<file path="src/rtl/sync_edge_filter_pkg.sv">
// Shared definitions for the multi-channel synchroniser: edge-mode encodings,
// default parameters and the pulse decode helper used by every channel.
package sync_edge_filter_pkg;

    typedef enum logic [1:0] {
        EDGE_NONE = 2'b00,
        EDGE_RISE = 2'b01,
        EDGE_FALL = 2'b10,
        EDGE_BOTH = 2'b11
    } edgeMode_e;

    localparam int DEFAULT_NR_CHANNELS   = 8;
    localparam int DEFAULT_SYNC_STAGES   = 2;
    localparam int DEFAULT_FILTER_CYCLES = 4;

    // Bit 0 of the mode enables rising edges, bit 1 enables falling edges.
    function automatic logic decodePulse(input logic level, input logic levelD,
                                         input logic [1:0] mode);
        return (level & ~levelD & mode[0]) | (~level & levelD & mode[1]);
    endfunction

endpackage

</file>
<file path="src/rtl/sync_edge_channel.sv">
// One synchroniser channel: metastability chain, optional glitch filter,
// registered level with delayed copy for edge decode, and a sticky event bit.
module sync_edge_channel
    import sync_edge_filter_pkg::*;
#(
    parameter int SYNC_STAGES   = DEFAULT_SYNC_STAGES,
    parameter int FILTER_CYCLES = DEFAULT_FILTER_CYCLES
) (
    input  logic       clock,
    input  logic       resetN,
    input  logic       i_asyncIn,
    input  logic       i_filterEnable,
    input  logic [1:0] i_edgeMode,
    input  logic       i_clearFlag,
    output logic       o_levelOut,
    output logic       o_pulseOut,
    output logic       o_stickyFlag
);

    localparam int CNT_W = $clog2(FILTER_CYCLES + 1);
    localparam logic [CNT_W-1:0] CNT_LAST = CNT_W'(FILTER_CYCLES - 1);

    if (SYNC_STAGES < 2) begin : g_badSyncStages
        $error("sync_edge_channel: SYNC_STAGES must be at least 2");
    end
    if (FILTER_CYCLES < 1) begin : g_badFilterCycles
        $error("sync_edge_channel: FILTER_CYCLES must be at least 1");
    end

    logic [SYNC_STAGES-1:0] r_sync;
    logic [CNT_W-1:0]       r_cnt;
    logic                   r_level;
    logic                   r_levelD;
    logic                   r_sticky;
    logic                   w_sync;
    logic                   w_pulse;

    assign w_sync = r_sync[SYNC_STAGES-1];

    always_ff @(posedge clock or negedge resetN) begin
        if (!resetN) begin
            r_sync <= '0;
        end else begin
            r_sync <= {r_sync[SYNC_STAGES-2:0], i_asyncIn};
        end
    end

    // The level only moves once the synchronised value has disagreed with it
    // for FILTER_CYCLES consecutive edges; disabling the filter drops any count.
    always_ff @(posedge clock or negedge resetN) begin
        if (!resetN) begin
            r_level <= 1'b0;
            r_cnt   <= '0;
        end else if (!i_filterEnable) begin
            r_level <= w_sync;
            r_cnt   <= '0;
        end else if (w_sync == r_level) begin
            r_cnt   <= '0;
        end else if (r_cnt == CNT_LAST) begin
            r_level <= w_sync;
            r_cnt   <= '0;
        end else begin
            r_cnt   <= r_cnt + 1'b1;
        end
    end

    assign w_pulse = decodePulse(r_level, r_levelD, i_edgeMode);

    // A new event outranks a simultaneous software clear.
    always_ff @(posedge clock or negedge resetN) begin
        if (!resetN) begin
            r_levelD <= 1'b0;
            r_sticky <= 1'b0;
        end else begin
            r_levelD <= r_level;
            r_sticky <= (r_sticky & ~i_clearFlag) | w_pulse;
        end
    end

    assign o_levelOut   = r_level;
    assign o_pulseOut   = w_pulse;
    assign o_stickyFlag = r_sticky;

endmodule

</file>
<file path="src/rtl/sync_edge_filter.sv">
// Multi-channel synchroniser top: slices the buses into independent channels
// and ORs the sticky flags into a single interrupt.
module sync_edge_filter
    import sync_edge_filter_pkg::*;
#(
    parameter int NR_CHANNELS   = DEFAULT_NR_CHANNELS,
    parameter int SYNC_STAGES   = DEFAULT_SYNC_STAGES,
    parameter int FILTER_CYCLES = DEFAULT_FILTER_CYCLES
) (
    input  logic                     clock,
    input  logic                     resetN,
    input  logic [NR_CHANNELS-1:0]   asyncIn,
    input  logic                     filterEnable,
    input  logic [2*NR_CHANNELS-1:0] edgeMode,
    input  logic [NR_CHANNELS-1:0]   clearFlags,
    output logic [NR_CHANNELS-1:0]   levelOut,
    output logic [NR_CHANNELS-1:0]   pulseOut,
    output logic [NR_CHANNELS-1:0]   stickyFlags,
    output logic                     irq
);

    if (NR_CHANNELS < 1) begin : g_badChannels
        $error("sync_edge_filter: NR_CHANNELS must be at least 1");
    end

    for (genvar i = 0; i < NR_CHANNELS; i++) begin : g_channel
        sync_edge_channel #(
            .SYNC_STAGES   (SYNC_STAGES),
            .FILTER_CYCLES (FILTER_CYCLES)
        ) u_channel (
            .clock          (clock),
            .resetN         (resetN),
            .i_asyncIn      (asyncIn[i]),
            .i_filterEnable (filterEnable),
            .i_edgeMode     (edgeMode[2*i+1:2*i]),
            .i_clearFlag    (clearFlags[i]),
            .o_levelOut     (levelOut[i]),
            .o_pulseOut     (pulseOut[i]),
            .o_stickyFlag   (stickyFlags[i])
        );
    end

    assign irq = |stickyFlags;

endmodule

</file>
<file path="config.mk">
export PLATFORM = sky130hd
export DESIGN_NAME = sync_edge_filter
export DESIGN_NICKNAME = d
export VERILOG_FILES = /design/src/rtl/sync_edge_filter_pkg.sv /design/src/rtl/sync_edge_channel.sv /design/src/rtl/sync_edge_filter.sv
export SDC_FILE = /design/constraint.sdc
export NUM_CORES = 1
export LEC_CHECK = 0
export CORE_MARGIN = 2
export CORE_UTILIZATION = 35
export DETAILED_ROUTE_END_ITERATION = 6
export DONT_BUFFER_PORTS = 1
export SLEW_MARGIN = 5
export SYNTH_ARGS = -nofsm -noshare
export SYNTH_HDL_FRONTEND = slang
export SYNTH_SLANG_ARGS = --single-unit
</file>
<file path="constraint.sdc">
create_clock -name clock -period 1.9 [get_ports clock]
set_input_delay 0.095 -clock clock [delete_from_list [all_inputs] [get_ports clock]]
set_output_delay 0.095 -clock clock [all_outputs]
set_load 0.05 [all_outputs]
</file>
==> metrics <==
Fillers 672; die area 8240 sq um; Critical Path Start Type flip-flop; share of cells above drive strength 1 22.2%; n_diodes 0; actual slew at the worst max-slew pin 0.898 ns; H-tree Lvls 3; DRT iter0 DRCs 27; power share of the clock group 41.1%; TritonCTS clock tree built; unrepaired setup endpoints after global routing no; Remaining DRCs 0; Final Non-Filler Cells 342; min setup slack post-route between 0.2 and 0.3 ns; Hold Crit Endpoint g_channel[6].u_channel.o_stickyFlag; Post-DRT Antenna Nets 0; Inst Count DP 307; PD cells 1160 nW/um^2; core area 7250 sq um; first-pass GRT wire length 7670 microns; antenna violations before repair 0; vias in the first global route 1627; R2R Setup Slk around 0.54 ns; CP Cell Sequence nor4_1, nand2_1, buf_4; final setup vio count 0; Syn Nets 254; Synth Warn # 0; mean area per synthesized cell roughly 12 sq um; Peak VDD IR 0.000434 V; static leakage 1.60 nW; Area Growth Syn to Fin 21.8%; Worst Hold Class in -> reg; dpl hpwl 2930 microns; clk_skew 0.00478 ns; TNS Setup 0 ns; cell count after synthesis 211; RR Startpoint g_channel[4].u_channel.r_cnt[0]; hold path cells 3; post-cts resize count 0; Final Net Count 281; CTS clk-pin slew, worst paths 0.07 ns; Critical Path Fanout Max 3; crit path DAT between 1.5 and 2 ns; Max Cap Viol 0; Seq pwr share 42.8%; maximum buffer depth of the clock tree 2; synthesis-stage register bit count 64; critical path class reg -> out; die span in y 90.8 microns; Wirelength per Cell approximately 13 microns; minimum clock period after layout between 1.5 and 2 ns; largest net degree at the start of global routing 65; PortBufs 0; post-synth design cell area approximately 2600 sq um; die width 90.8 microns; Final Util 44.3%; status completed; DRT Wirelength about 4400 microns; Skew-Pair Late Insertion Delay 0.34 ns; via count 1527; GRT Total Usage 12.4%; total grt overflow 0; Final Hold Viols 0; Worst R2R Path Depth 4; combinational fraction of design power 16.1%; Post-Place Worst Slack around 0.54 ns; Critical-path top delay cell dfrtp_1; Internal ~0.0027 W; Worst EP required 1.80 ns; max_slew headroom 39.9%; I/O Pins 60; DRT Pass-1 Iters 2; CP peak stage delay 0.58 ns; CP endpoint kind output port; Initial Utilization 36.3%; RR Endpoint g_channel[4].u_channel.o_levelOut; root buf cell clkbuf_8; sw frac 27.4%; Max Slew Vio Count 0; row cnt 31; Via density around 4.5; min-delay src edgeMode[12]; final period utilization 85.7%; switching power 0.00102 W; RePlAce Congestion ~0.67; synth unique cells 24; Inserted Clock Buffers 9; sequential-to-total area share from yosys stat 60.8%; f_max between 600 and 700 MHz; clock tree sinks 64
## placed cells by master, fill, tap and decap left out, types with 8 or more instances in the layout
master,instances
inv_1,14
a21o_1,8
clkbuf_8,9
dfrtp_1,64
dlygate4sd3_1,18
nand2_1,11
nand3b_1,8
xor2_1,8
nor2_1,12
ha_1,8
o21ai_1,8
buf_4,23
## power groups by stage
| stage | clock network, W | logic, W | registers (W) |
|---|---|---|---|
| 2_1_floorplan | 0 | 0.000529 | 0.00157 |
| 3_5_place_dp | 0 | 0.000535 | 0.00162 |
| 4_1_cts | 0.00159 | 0.000609 | 0.00159 |
| 6_report | 0.00152 | 0.000599 | 0.00159 |
| 5_1_grt | 0.00165 | 0.000652 | 0.00160 |
| 3_3_place_gp | 0 | 0.000528 | 0.00161 |
## routing by layer
| layer | part of all wire (%) | global-route usage [%] |
|---|---|---|
| met1 | 42 | 14.1 |
| met2 | 50 | 19.8 |
| met3 | 5.9 | 5.01 |
| met4 | 2.2 | 6.92 |
| met5 | 0 | 0 |
## worst max-delay path, delay by kind of cell (launching register included)
kind | cells | cell delay, ns
buf+inv | 1 | 0.20
simple gates | 2 | 0.42
flops | 1 | 0.58
## through the flow
step	hold WS (ns)	cell area, sq um	total power [W]
after floorplan	-0.201	2640	0.00210
after global placement	-0.199	2740	0.00214
after detailed placement	-0.199	2740	0.00215
after CTS	0.00514	3210	0.00379
after global routing	0.0587	3210	0.00391
final	0.0283	3210	0.00371
## flip-flops by register name, summed over array words and instances, names as in the netlist
signal                            cells
g_channel.u_channel.o_levelOut        8
g_channel.u_channel.r_levelD          8
g_channel.u_channel.r_sync           16
g_channel.u_channel.r_cnt            24
g_channel.u_channel.o_stickyFlag      8
## cell families after synthesis
family / Yosys count / share of synthesized area, %
and+or+nand+nor: 67 / 15.5
DFF: 64 / 60.8
buffers and inverters: 40 / 9.45
AOI/OAI and AO/OA: 16 / 3.80
xor gates and xnor gates: 8 / 2.66
muxes: 8 / 3.99
adders and majority gates: 8 / 3.80
## how the worst max path moves through the flow
stage	cells after the start	start	slack, ns	endpoint
finish	3	g_channel[0].u_channel.o_stickyFlag	0.27	irq
global route	3	g_channel[0].u_channel.o_stickyFlag	0.1	irq
CTS	3	g_channel[0].u_channel.o_stickyFlag	0.24	irq
detailed placement	4	g_channel[6].u_channel.r_cnt[0]	0.54	g_channel[6].u_channel.o_levelOut
global placement	4	g_channel[4].u_channel.r_cnt[0]	0.58	g_channel[4].u_channel.o_levelOut
floorplan	4	g_channel[4].u_channel.r_cnt[0]	0.60	g_channel[4].u_channel.o_levelOut
## layout make-up
class	count	area (sq um)	share of cell area (%)
clock buffers	9	124	3.86
flip-flops and latches	64	1600	49.9
repair buffers	42	380	11.8
well taps	99	124	3.86
multi-input cells	107	785	24.4
clock inverters	7	144	4.48
inverters	14	52.6	1.64
## cell usage after synthesis
library cell  instances  area share, %
nand3b_1              8            2.3
nand2_1              11            1.6
nand2b_1              6            1.4
o21ai_1               8            1.5
mux2_1                4            1.7
nor4_1                2           0.47
buf_4                24            6.8
a21o_1                8            2.3
dfrtp_1              64             61
buf_2                 1           0.19
buf_6                 1           0.43
nand3_1               6            1.1
and4b_1               6            2.3
nor2b_1               2           0.47
nand2_2               6            1.4
and3_1                2           0.47
nor3b_2               2           0.95
nor3_2                2           0.76
mux2_4                4            2.3
nor2_1               12            1.7
and2b_1               2           0.57
inv_1                14            2.0
xor2_1                8            2.7
ha_1                  8            3.8
## timing repair
action	in CTS	in global routing
hold endpoints to repair	110	0
buffers inserted	0	0
hold buffers	19	0
(Power assumes the default switching activity.)
